$ cat src/rtl/pio_irq_pkg.sv
// Shared constants and helpers for the debounced PIO interrupt block.
package pio_irq_pkg;

  // Avalon-MM word addresses
  localparam logic [1:0] ADDR_DATA  = 2'd0;
  localparam logic [1:0] ADDR_MASK  = 2'd1;
  localparam logic [1:0] ADDR_EDGE  = 2'd2;
  localparam logic [1:0] ADDR_EVCNT = 2'd3;

  // Edge selection for capture
  localparam int unsigned EDGE_RISE = 0;
  localparam int unsigned EDGE_FALL = 1;
  localparam int unsigned EDGE_ANY  = 2;

  // Event counter width
  localparam int unsigned EVCNT_W = 16;

  // Number of set bits in a 32-bit word
  function automatic logic [5:0] popcount32(input logic [31:0] v);
    logic [5:0] n;
    n = '0;
    for (int unsigned i = 0; i < 32; i++) begin
      n = n + 6'(v[i]);
    end
    return n;
  endfunction

endpackage

$ cat src/rtl/pio_debounce_ch.sv
// One input channel: 2-flop synchroniser, debounce counter, accepted level
// and qualified edge event.
module pio_debounce_ch
  import pio_irq_pkg::*;
#(
  parameter int unsigned DEBOUNCE_CYCLES = 50000,
  parameter int unsigned EDGE_MODE       = EDGE_RISE
) (
  input  logic clk,
  input  logic rst_n,
  input  logic din,
  output logic stable,
  output logic evt
);

  localparam int unsigned      CNT_W    = $clog2(DEBOUNCE_CYCLES + 1);
  localparam logic [CNT_W-1:0] CNT_LAST = CNT_W'(DEBOUNCE_CYCLES - 1);

  logic             sync1;
  logic             sync2;
  logic [CNT_W-1:0] cnt;
  logic             differ;
  logic             accept;

  assign differ = sync2 ^ stable;
  // Counter reaching DEBOUNCE_CYCLES on this edge means the new level is taken now.
  assign accept = differ && (cnt == CNT_LAST);

  // Two-stage synchroniser for the asynchronous input
  always_ff @(posedge clk or negedge rst_n) begin
    if (!rst_n) begin
      sync1 <= 1'b0;
      sync2 <= 1'b0;
    end else begin
      sync1 <= din;
      sync2 <= sync1;
    end
  end

  // Count consecutive cycles of disagreement; accept the level once long enough
  always_ff @(posedge clk or negedge rst_n) begin
    if (!rst_n) begin
      cnt    <= '0;
      stable <= 1'b0;
    end else if (!differ) begin
      cnt <= '0;
    end else if (accept) begin
      cnt    <= '0;
      stable <= sync2;
    end else begin
      cnt <= cnt + CNT_W'(1);
    end
  end

  // Qualify the level change by the selected edge direction
  always_comb begin
    case (EDGE_MODE)
      EDGE_RISE: evt = accept & sync2;
      EDGE_FALL: evt = accept & ~sync2;
      default:   evt = accept;
    endcase
  end

endmodule

$ cat src/rtl/pio_irq_debounce.sv
// Debounced PIO inputs with edge capture, event counter and level IRQ
// behind a 4-word Avalon-MM slave.
module pio_irq_debounce
  import pio_irq_pkg::*;
#(
  parameter int unsigned      WIDTH           = 4,
  parameter int unsigned      DEBOUNCE_CYCLES = 50000,
  parameter int unsigned      EDGE_MODE       = EDGE_RISE,
  parameter logic [WIDTH-1:0] INVERT          = '0
) (
  input  logic             clk_clk,
  input  logic             reset_reset_n,
  input  logic [WIDTH-1:0] in_port,
  input  logic [1:0]       avs_address,
  input  logic             avs_chipselect,
  input  logic             avs_read,
  input  logic             avs_write,
  input  logic [31:0]      avs_writedata,
  output logic [31:0]      avs_readdata,
  output logic             irq
);

  localparam int unsigned SUM_W = EVCNT_W + 1;

  logic [WIDTH-1:0]   sync_in;
  logic [WIDTH-1:0]   stable;
  logic [WIDTH-1:0]   events;
  logic [WIDTH-1:0]   edge_capture;
  logic [WIDTH-1:0]   irq_mask;
  logic [WIDTH-1:0]   capture_clr;
  logic [EVCNT_W-1:0] event_count;
  logic [EVCNT_W-1:0] count_base;
  logic [EVCNT_W-1:0] count_next;
  logic [SUM_W-1:0]   count_sum;
  logic [31:0]        events_ext;
  logic [31:0]        read_mux;
  logic               wr_en;
  logic               rd_en;
  logic               unused_wdata;

  assign sync_in      = in_port ^ INVERT;
  assign unused_wdata = ^avs_writedata;

  for (genvar i = 0; i < WIDTH; i++) begin : g_ch
    pio_debounce_ch #(
      .DEBOUNCE_CYCLES (DEBOUNCE_CYCLES),
      .EDGE_MODE       (EDGE_MODE)
    ) u_ch (
      .clk    (clk_clk),
      .rst_n  (reset_reset_n),
      .din    (sync_in[i]),
      .stable (stable[i]),
      .evt    (events[i])
    );
  end

  // Bus decode, event counting with saturation, read mux
  always_comb begin
    wr_en       = avs_chipselect & avs_write;
    rd_en       = avs_chipselect & avs_read;
    capture_clr = (wr_en && avs_address == ADDR_EDGE) ? avs_writedata[WIDTH-1:0] : '0;

    events_ext              = '0;
    events_ext[WIDTH-1:0]   = events;
    // A clear in the same cycle as new events loads the new events, not zero.
    count_base = (wr_en && avs_address == ADDR_EVCNT) ? '0 : event_count;
    count_sum  = SUM_W'(count_base) + SUM_W'(popcount32(events_ext));
    count_next = count_sum[EVCNT_W] ? '1 : count_sum[EVCNT_W-1:0];

    read_mux = '0;
    case (avs_address)
      ADDR_DATA:  read_mux[WIDTH-1:0]   = stable;
      ADDR_MASK:  read_mux[WIDTH-1:0]   = irq_mask;
      ADDR_EDGE:  read_mux[WIDTH-1:0]   = edge_capture;
      ADDR_EVCNT: read_mux[EVCNT_W-1:0] = event_count;
      default:    read_mux              = '0;
    endcase
  end

  // Register file: mask, sticky capture (set wins over clear), event counter
  always_ff @(posedge clk_clk or negedge reset_reset_n) begin
    if (!reset_reset_n) begin
      irq_mask     <= '0;
      edge_capture <= '0;
      event_count  <= '0;
    end else begin
      if (wr_en && avs_address == ADDR_MASK) begin
        irq_mask <= avs_writedata[WIDTH-1:0];
      end
      edge_capture <= (edge_capture & ~capture_clr) | events;
      event_count  <= count_next;
    end
  end

  // Registered read data, held between reads
  always_ff @(posedge clk_clk or negedge reset_reset_n) begin
    if (!reset_reset_n) begin
      avs_readdata <= '0;
    end else if (rd_en) begin
      avs_readdata <= read_mux;
    end
  end

  assign irq = |(edge_capture & irq_mask);

endmodule

$ cat config.mk
export PLATFORM = sky130hd
export DESIGN_NAME = pio_irq_debounce
export DESIGN_NICKNAME = d
export VERILOG_FILES = /design/src/rtl/pio_irq_pkg.sv /design/src/rtl/pio_debounce_ch.sv /design/src/rtl/pio_irq_debounce.sv
export SDC_FILE = /design/constraint.sdc
export NUM_CORES = 1
export LEC_CHECK = 0
export CORE_ASPECT_RATIO = 1.4
export CORE_MARGIN = 1
export CORE_UTILIZATION = 47
export CTS_BUF_LIST = sky130_fd_sc_hd__clkbuf_4 sky130_fd_sc_hd__clkbuf_8
export CTS_CLUSTER_SIZE = 40
export DETAILED_ROUTE_END_ITERATION = 10
export PLACE_DENSITY = 0.7
export SYNTH_ARGS = -nofsm -noshare
export SYNTH_HDL_FRONTEND = slang
export SYNTH_HIERARCHICAL = 1
export SYNTH_SLANG_ARGS = --single-unit
$ cat constraint.sdc
create_clock -name clk_clk -period 4.6 [get_ports clk_clk]
set_input_delay 0.46 -clock clk_clk [delete_from_list [all_inputs] [get_ports clk_clk]]
set_output_delay 0.46 -clock clk_clk [all_outputs]
set_load 0.1 [all_outputs]
==> impl_metrics.tcl, run 1 <==
set metrics [dict create \
    ys.flop_type "dfrtp_1" \
    cp.arrival_ns 4.35 \
    worst_path_max_delay_cell "nor3b_1" \
    cts.sinks 116 \
    power_switching_mw 0.553 \
    area_growth_pct 12.3 \
    grt_pass1_vias 3883 \
    routed-via-count 3924 \
    grtUsageMet1 0.226 \
    drc_errors 0 \
    slew_headroom 0.301 \
    die_w_um 96.4 \
    vias_per_cell 5.39 \
    synthCells 533 \
    start_util 0.489 \
    ys_ff_latch 116 \
    max-vdd-ir-drop_mv 0.262 \
    synth.distinct_cells 47 \
    die_area_mm2 0.0129 \
    grt_max_degree 85 \
    clockRootBuffer "clkbuf_8" \
    hold_violations 0 \
    finClkSkew_ns 0.0113 \
    powerDensity_mw_per_mm2 330 \
    port-buffer-count 31 \
    dp_hpwl_mm 7.48 \
    synth_edf_count 0 \
    grt.busiest_layer "met2" \
    cts_setup_buffers 0 \
    rows 47 \
    p_comb_frac 0.094 \
    ant_nets 0 \
    required_ns 4.93 \
    switching_share 0.255 \
    cpMostUsedCell "fa_1" \
    clk_pin_slew_ns 0.07 \
    fp.dieH_um 134 \
    clkLatencyLatePin_ns 0.42 \
    fillerInstances 1062 \
    grt_use_total 0.184 \
    seqPwrFrac 0.494 \
    pre_cts_slack_ns 0.556 \
    firstDrtPassIters 4 \
    synth_warnings 6 \
    rsz0062_at_grt "no" \
    fin_nets 620 \
    grt_pass1_wl_mm 18.2 \
    maxCapViolCount 0 \
    period_needed_ns 4.02 \
    syn_avg_cell_area_um2 11.0 \
    p_int_mw 1.62 \
    diodes 0 \
    max_freq_ghz 0.249 \
    clock_path_buffers 2 \
    core_region_area_mm2 0.0120 \
    path_cells "nor4bb_1, nand4_2, nor3b_1, fa_1, inv_1, fa_1, fa_1, inv_1, nand3_1, nor4_4, nand3_2, o21ai_0" \
    min-delay-path-class "input pin to async pin" \
    holdBufCountCts 0 \
    fin_hold_ws_ns 0.201 \
    placed_area_mm2 0.00620 \
    h-tree-depth 4 \
    power_frac_clock 0.411 \
    tritoncts "built" \
    routedWlPerCell_um 14.8 \
    drt_wl_total_mm 10.8 \
    start_kind "register" \
    path_class "register to register" \
    gp_congestion 0.810 \
    finalMaxSlewViolations 0 \
    worst_path_largest_cell_delay_ns 0.52 \
    crit_fanout 13 \
    fin_crit_sh 0.874 \
    tightest_slew_ns 1.05 \
    cts_resized 0 \
    power_leakage_nw 2.80 \
    worst_slack_ns 0.578 \
    grt_overflow 0 \
    status "finished clean" \
    drtIter0Drc 117 \
    antenna_found_initial 0 \
    numCtsBuffers 17 \
    final_cell_area_mm2 0.00659 \
    async_flop_share 1.00 \
    finalSetupViolations 0 \
    grtUsageMet3 0.0476 \
    ys_seq_area_frac 0.495 \
    grt_util_met2 0.304 \
    fin_setup_tns_ns 0 \
    crit_path_end_kind "register" \
    boundaryPins 76 \
    drive_gt1_frac 0.189 \
    syn_area_mm2 0.00586 \
]
[worst paths after layout]
check                                     start                  end  cells past startpoint  slack, ns
max                        g_ch[3].u_ch/cnt[10]       event_count[4]                     12       0.58
min                               reset_reset_n  g_ch[0].u_ch/cnt[8]                      1       0.20
max reg2reg                g_ch[3].u_ch/cnt[10]       event_count[4]                     12       0.58
min reg2reg                  g_ch[0].u_ch/sync1   g_ch[0].u_ch/sync2                      0       0.34
max in group asynchronous         reset_reset_n  g_ch[0].u_ch/cnt[5]                      2       3.37
min in group clk_clk         g_ch[0].u_ch/sync1   g_ch[0].u_ch/sync2                      0       0.34
[synth_stat cells, types with 5 or more instances]
| cell type | n | share of area |
|---|---|---|
| buf_2 | 7 | 0.0060 |
| nand4_1 | 18 | 0.019 |
| nor2_1 | 68 | 0.044 |
| nor3_1 | 27 | 0.023 |
| nand4_2 | 12 | 0.026 |
| and3_1 | 6 | 0.0064 |
| mux2_2 | 12 | 0.023 |
| nor3b_1 | 6 | 0.0077 |
| a21oi_1 | 6 | 0.0051 |
| buf_6 | 5 | 0.0096 |
| nand2_2 | 8 | 0.0085 |
| xor2_1 | 15 | 0.022 |
| nand2_1 | 27 | 0.017 |
| o21ai_2 | 7 | 0.010 |
| inv_1 | 22 | 0.014 |
| nor2_2 | 5 | 0.0053 |
| a22o_1 | 12 | 0.018 |
| dfrtp_1 | 116 | 0.50 |
| nand3_1 | 20 | 0.017 |
| buf_4 | 16 | 0.020 |
| nor4_2 | 8 | 0.017 |
| xnor2_1 | 52 | 0.078 |
| ha_1 | 5 | 0.011 |
[flip-flops by register name, summed over array words and instances (netlist names)]
name / count
event_count: 16
g_ch.u_ch/sync1: 4
g_ch.u_ch/cnt: 64
avs_readdata: 16
g_ch.u_ch/stable: 4
edge_capture: 4
irq_mask: 4
g_ch.u_ch/sync2: 4
[power by group through the flow]
stage	clock network (mW)	registers (mW)	logic (mW)
2_1_floorplan	0	1.12	0.130
3_3_place_gp	0	1.09	0.205
3_5_place_dp	0	1.09	0.208
4_1_cts	0.925	1.07	0.208
5_1_grt	0.968	1.08	0.221
6_report	0.893	1.07	0.205
[critical path, delay by kind of cell (launching register included)]
kind                     cells  cell delay (ns)
flip-flops                   1             0.42
adder cells (fa/ha/maj)      3             1.13
AO/OA/AOI/OAI                1             0.19
AND/OR/NAND/NOR              6             2.02
buffers and inverters        2             0.16
[layout by cell type, fill, tap and decap left out, types with 4 or more instances in the layout]
| cell | netlist | routed |
|---|---|---|
| and3_1 | 6 | 6 |
| clkbuf_8 | 0 | 22 |
| and3_2 | 4 | 4 |
| inv_1 | 22 | 22 |
| nor3b_1 | 6 | 6 |
| a22o_1 | 12 | 12 |
| nand2_2 | 8 | 8 |
| xnor2_1 | 52 | 52 |
| nand4_1 | 18 | 18 |
| a31o_2 | 4 | 4 |
| mux4_2 | 4 | 4 |
| nor3_1 | 27 | 27 |
| dfrtp_1 | 116 | 116 |
| clkbuf_4 | 0 | 5 |
| xor2_1 | 15 | 15 |
| o21ai_2 | 7 | 7 |
| nor4bb_1 | 4 | 4 |
| and4bb_2 | 4 | 4 |
| clkdlybuf4s50_1 | 0 | 30 |
| nor4_2 | 8 | 8 |
| nand2_1 | 27 | 27 |
| ha_1 | 5 | 5 |
| nor4b_2 | 4 | 4 |
| nor2_2 | 5 | 5 |
| nand4_2 | 12 | 12 |
| nor2_1 | 68 | 68 |
| a21oi_1 | 6 | 6 |
| conb_1 | 1 | 16 |
| o21ai_0 | 4 | 4 |
| mux2_2 | 12 | 12 |
| nand3_1 | 20 | 20 |
[layout make-up]
| type | count | area, um^2 | share of cell area |
|---|---|---|---|
| Timing Repair Buffer | 32 | 315 | 0.0479 |
| Tap cell | 147 | 184 | 0.0279 |
| Inverter | 22 | 82.6 | 0.0125 |
| Sequential cell | 116 | 2900 | 0.441 |
| Clock buffer | 27 | 340 | 0.0517 |
| Multi-Input combinational cell | 380 | 2720 | 0.412 |
| Clock inverter | 4 | 45.0 | 0.00684 |
[kinds of logic (layout without fill, tap and decap cells)]
family,after synthesis,after routing,share of synthesized area
XOR/XNOR,67,67,0.100
flip-flops,116,116,0.495
AO/OA/AOI/OAI,43,43,0.0566
AND/OR/NAND/NOR,230,230,0.237
other,1,16,0.000640
buffers and inverters,52,85,0.0514
adder cells (fa/ha/maj),8,8,0.0209
multiplexers,16,16,0.0384
[per-stage QoR]
step / instances / utilization / power [mW]
2_1_floorplan: 548 / - / 1.25
3_3_place_gp: 697 / 0.517 / 1.30
3_5_place_dp: 697 / 0.517 / 1.30
4_1_cts: 728 / 0.549 / 2.21
5_1_grt: 728 / 0.549 / 2.27
6_report: 728 / 0.549 / 2.17
[per-layer routing]
metal	wire (um)	part of all wire
met5	0	0
met1	4610	0.43
met3	369	0.034
met4	179	0.017
met2	5620	0.52
(Power assumes the default switching activity.)
==> run 2: changes to the inputs <==
- CORE_UTILIZATION: 47 -> 45
- PLACE_DENSITY: 0.7 -> 0.77
==> impl_metrics.tcl, run 2 (synthesis gave the netlist of run 1 again) <==
set metrics [dict create \
    clkLatencyLatePin_ns 0.42 \
    cts_resized 0 \
    power_leakage_nw 2.79 \
    h-tree-depth 4 \
    core_region_area_mm2 0.0128 \
    largestRegisters "g_ch.u_ch/cnt x64, avs_readdata x16, event_count x16" \
    grt_pass1_vias 4151 \
    required_ns 4.94 \
    final_cell_area_mm2 0.00658 \
    cts_setup_buffers 0 \
    dp_hpwl_mm 7.64 \
    die_w_um 98.5 \
    boundaryPins 76 \
    layout_common_cells "dfrtp_1, nor2_1, xnor2_1" \
    routedWlPerCell_um 14.7 \
    tritoncts "built" \
    period_needed_ns 3.97 \
    crit_fanout 13 \
    slew_headroom 0.298 \
    fin_nets 620 \
    finalSetupViolations 0 \
    placed_area_mm2 0.00621 \
    fin_crit_sh 0.863 \
    path_class "register to register" \
    r2r_setup_slack_ns 0.63 \
    fp.dieH_um 137 \
    finalMaxSlewViolations 0 \
    drtIter0Drc 173 \
    grt_use_total 0.181 \
    largest_reg_flops 64 \
    start_kind "register" \
    crit_path_end_kind "register" \
    clockRootBuffer "clkbuf_8" \
    clock_path_buffers 2 \
    maxCapViolCount 0 \
    min-delay-path-class "input pin to async pin" \
    layout_commonest_cell "dfrtp_1" \
    antenna_found_initial 0 \
    firstDrtPassIters 7 \
    grt_overflow 0 \
    diodes 0 \
    cts.sinks 116 \
    finClkSkew_ns 0.00743 \
    cp.arrival_ns 4.31 \
    rsz0062_at_grt "no" \
    max-vdd-ir-drop_mv 0.275 \
    die_area_mm2 0.0135 \
    fin_setup_tns_ns 0 \
    path_buf_inv 2 \
    drc_errors 0 \
    clk_pin_slew_ns 0.06 \
    tightest_slew_ns 1.05 \
    r2r_end "event_count[5]" \
    gp_congestion 0.838 \
    cpMostUsedCell "fa_1" \
    holdBufCountCts 0 \
    numCtsBuffers 17 \
    regMostFlops "g_ch.u_ch/cnt" \
    routed-via-count 3994 \
    powerDensity_mw_per_mm2 327 \
    grt_max_degree 86 \
    start_util 0.460 \
    grt_pass1_wl_mm 19.0 \
    status "finished clean" \
    worst_path_max_delay_cell "nor3b_1" \
    ant_nets 0 \
    worst_path_largest_cell_delay_ns 0.51 \
    drive_gt1_frac 0.187 \
    cpLargestDelayFamily "simple AND/OR/NAND/NOR gates" \
    vias_per_cell 5.46 \
    area_growth_pct 12.1 \
    r2r_start "g_ch[1].u_ch/cnt[10]" \
    rows 49 \
    port-buffer-count 31 \
    path_cells "nor4bb_1, nand4_2, nor3b_1, fa_1, inv_1, fa_1, fa_1, inv_1, nand3_1, nor4_4, nand3_2, o21ai_0" \
    r2r_cells 12 \
    drt_wl_total_mm 10.7 \
    max_freq_ghz 0.252 \
    hold_violations 0 \
]
[run 2: changes by cell type in the layout (fill, tap and decap cells not counted)]
cell / previous run / this run
clkbuf_4: 5 / 2
clkinv_2: 3 / 4
[run 2: stage by stage]
step	total power, mW	utilization	hold WS, ns	setup slack (ns)	instances
CTS	2.17	0.516	0.256	0.655	732
global route	2.23	0.516	0.322	0.366	732
finish	2.15	0.516	0.226	0.630	732
detailed placement	1.30	0.487	0.338	0.675	703
floorplan	1.25	-	0.164	1.22	548
global placement	1.30	0.487	0.335	0.688	703
[run 2: power by group]
group	internal [mW]	switching (mW)	total, mW
clock	0.498	0.370	0.869
sequential	1.05	0.0261	1.07
combinational	0.0482	0.158	0.206
[run 2: worst max-delay path by stage]
| stage | from | end | slack [ns] | depth (start not counted) |
|---|---|---|---|---|
| after CTS | g_ch[1].u_ch/cnt[10] | event_count[5] | 0.65 | 12 |
| after global placement | g_ch[1].u_ch/cnt[10] | event_count[3] | 0.69 | 12 |
| after detailed placement | g_ch[1].u_ch/cnt[10] | event_count[3] | 0.68 | 12 |
| after global routing | g_ch[1].u_ch/cnt[10] | event_count[4] | 0.37 | 12 |
| after floorplan | g_ch[0].u_ch/cnt[0] | event_count[7] | 1.22 | 14 |
| final | g_ch[1].u_ch/cnt[10] | event_count[5] | 0.63 | 12 |
[run 2: metal layers]
metal,share of wire,up-vias,track usage
met4,0.043,0,0.119
met5,0,-,0
met1,0.41,1984,0.205
met2,0.52,67,0.302
li1,-,1909,-
met3,0.024,34,0.0455
[run 2: layout make-up]
cell class | count | area, um^2
repair buffers | 32 | 315
inverters | 22 | 82.6
clock inverters | 5 | 50.0
multi-input cells | 380 | 2720
fillers | 1112 | 6180
well taps | 153 | 191
flip-flops and latches | 116 | 2900
clock buffers | 24 | 318
==> run 3: changes to the inputs <==
- HOLD_SLACK_MARGIN: default -> 0.1
==> results of run 3 <==
No change in the layout: final DEF, timing and power equal those of run 2.
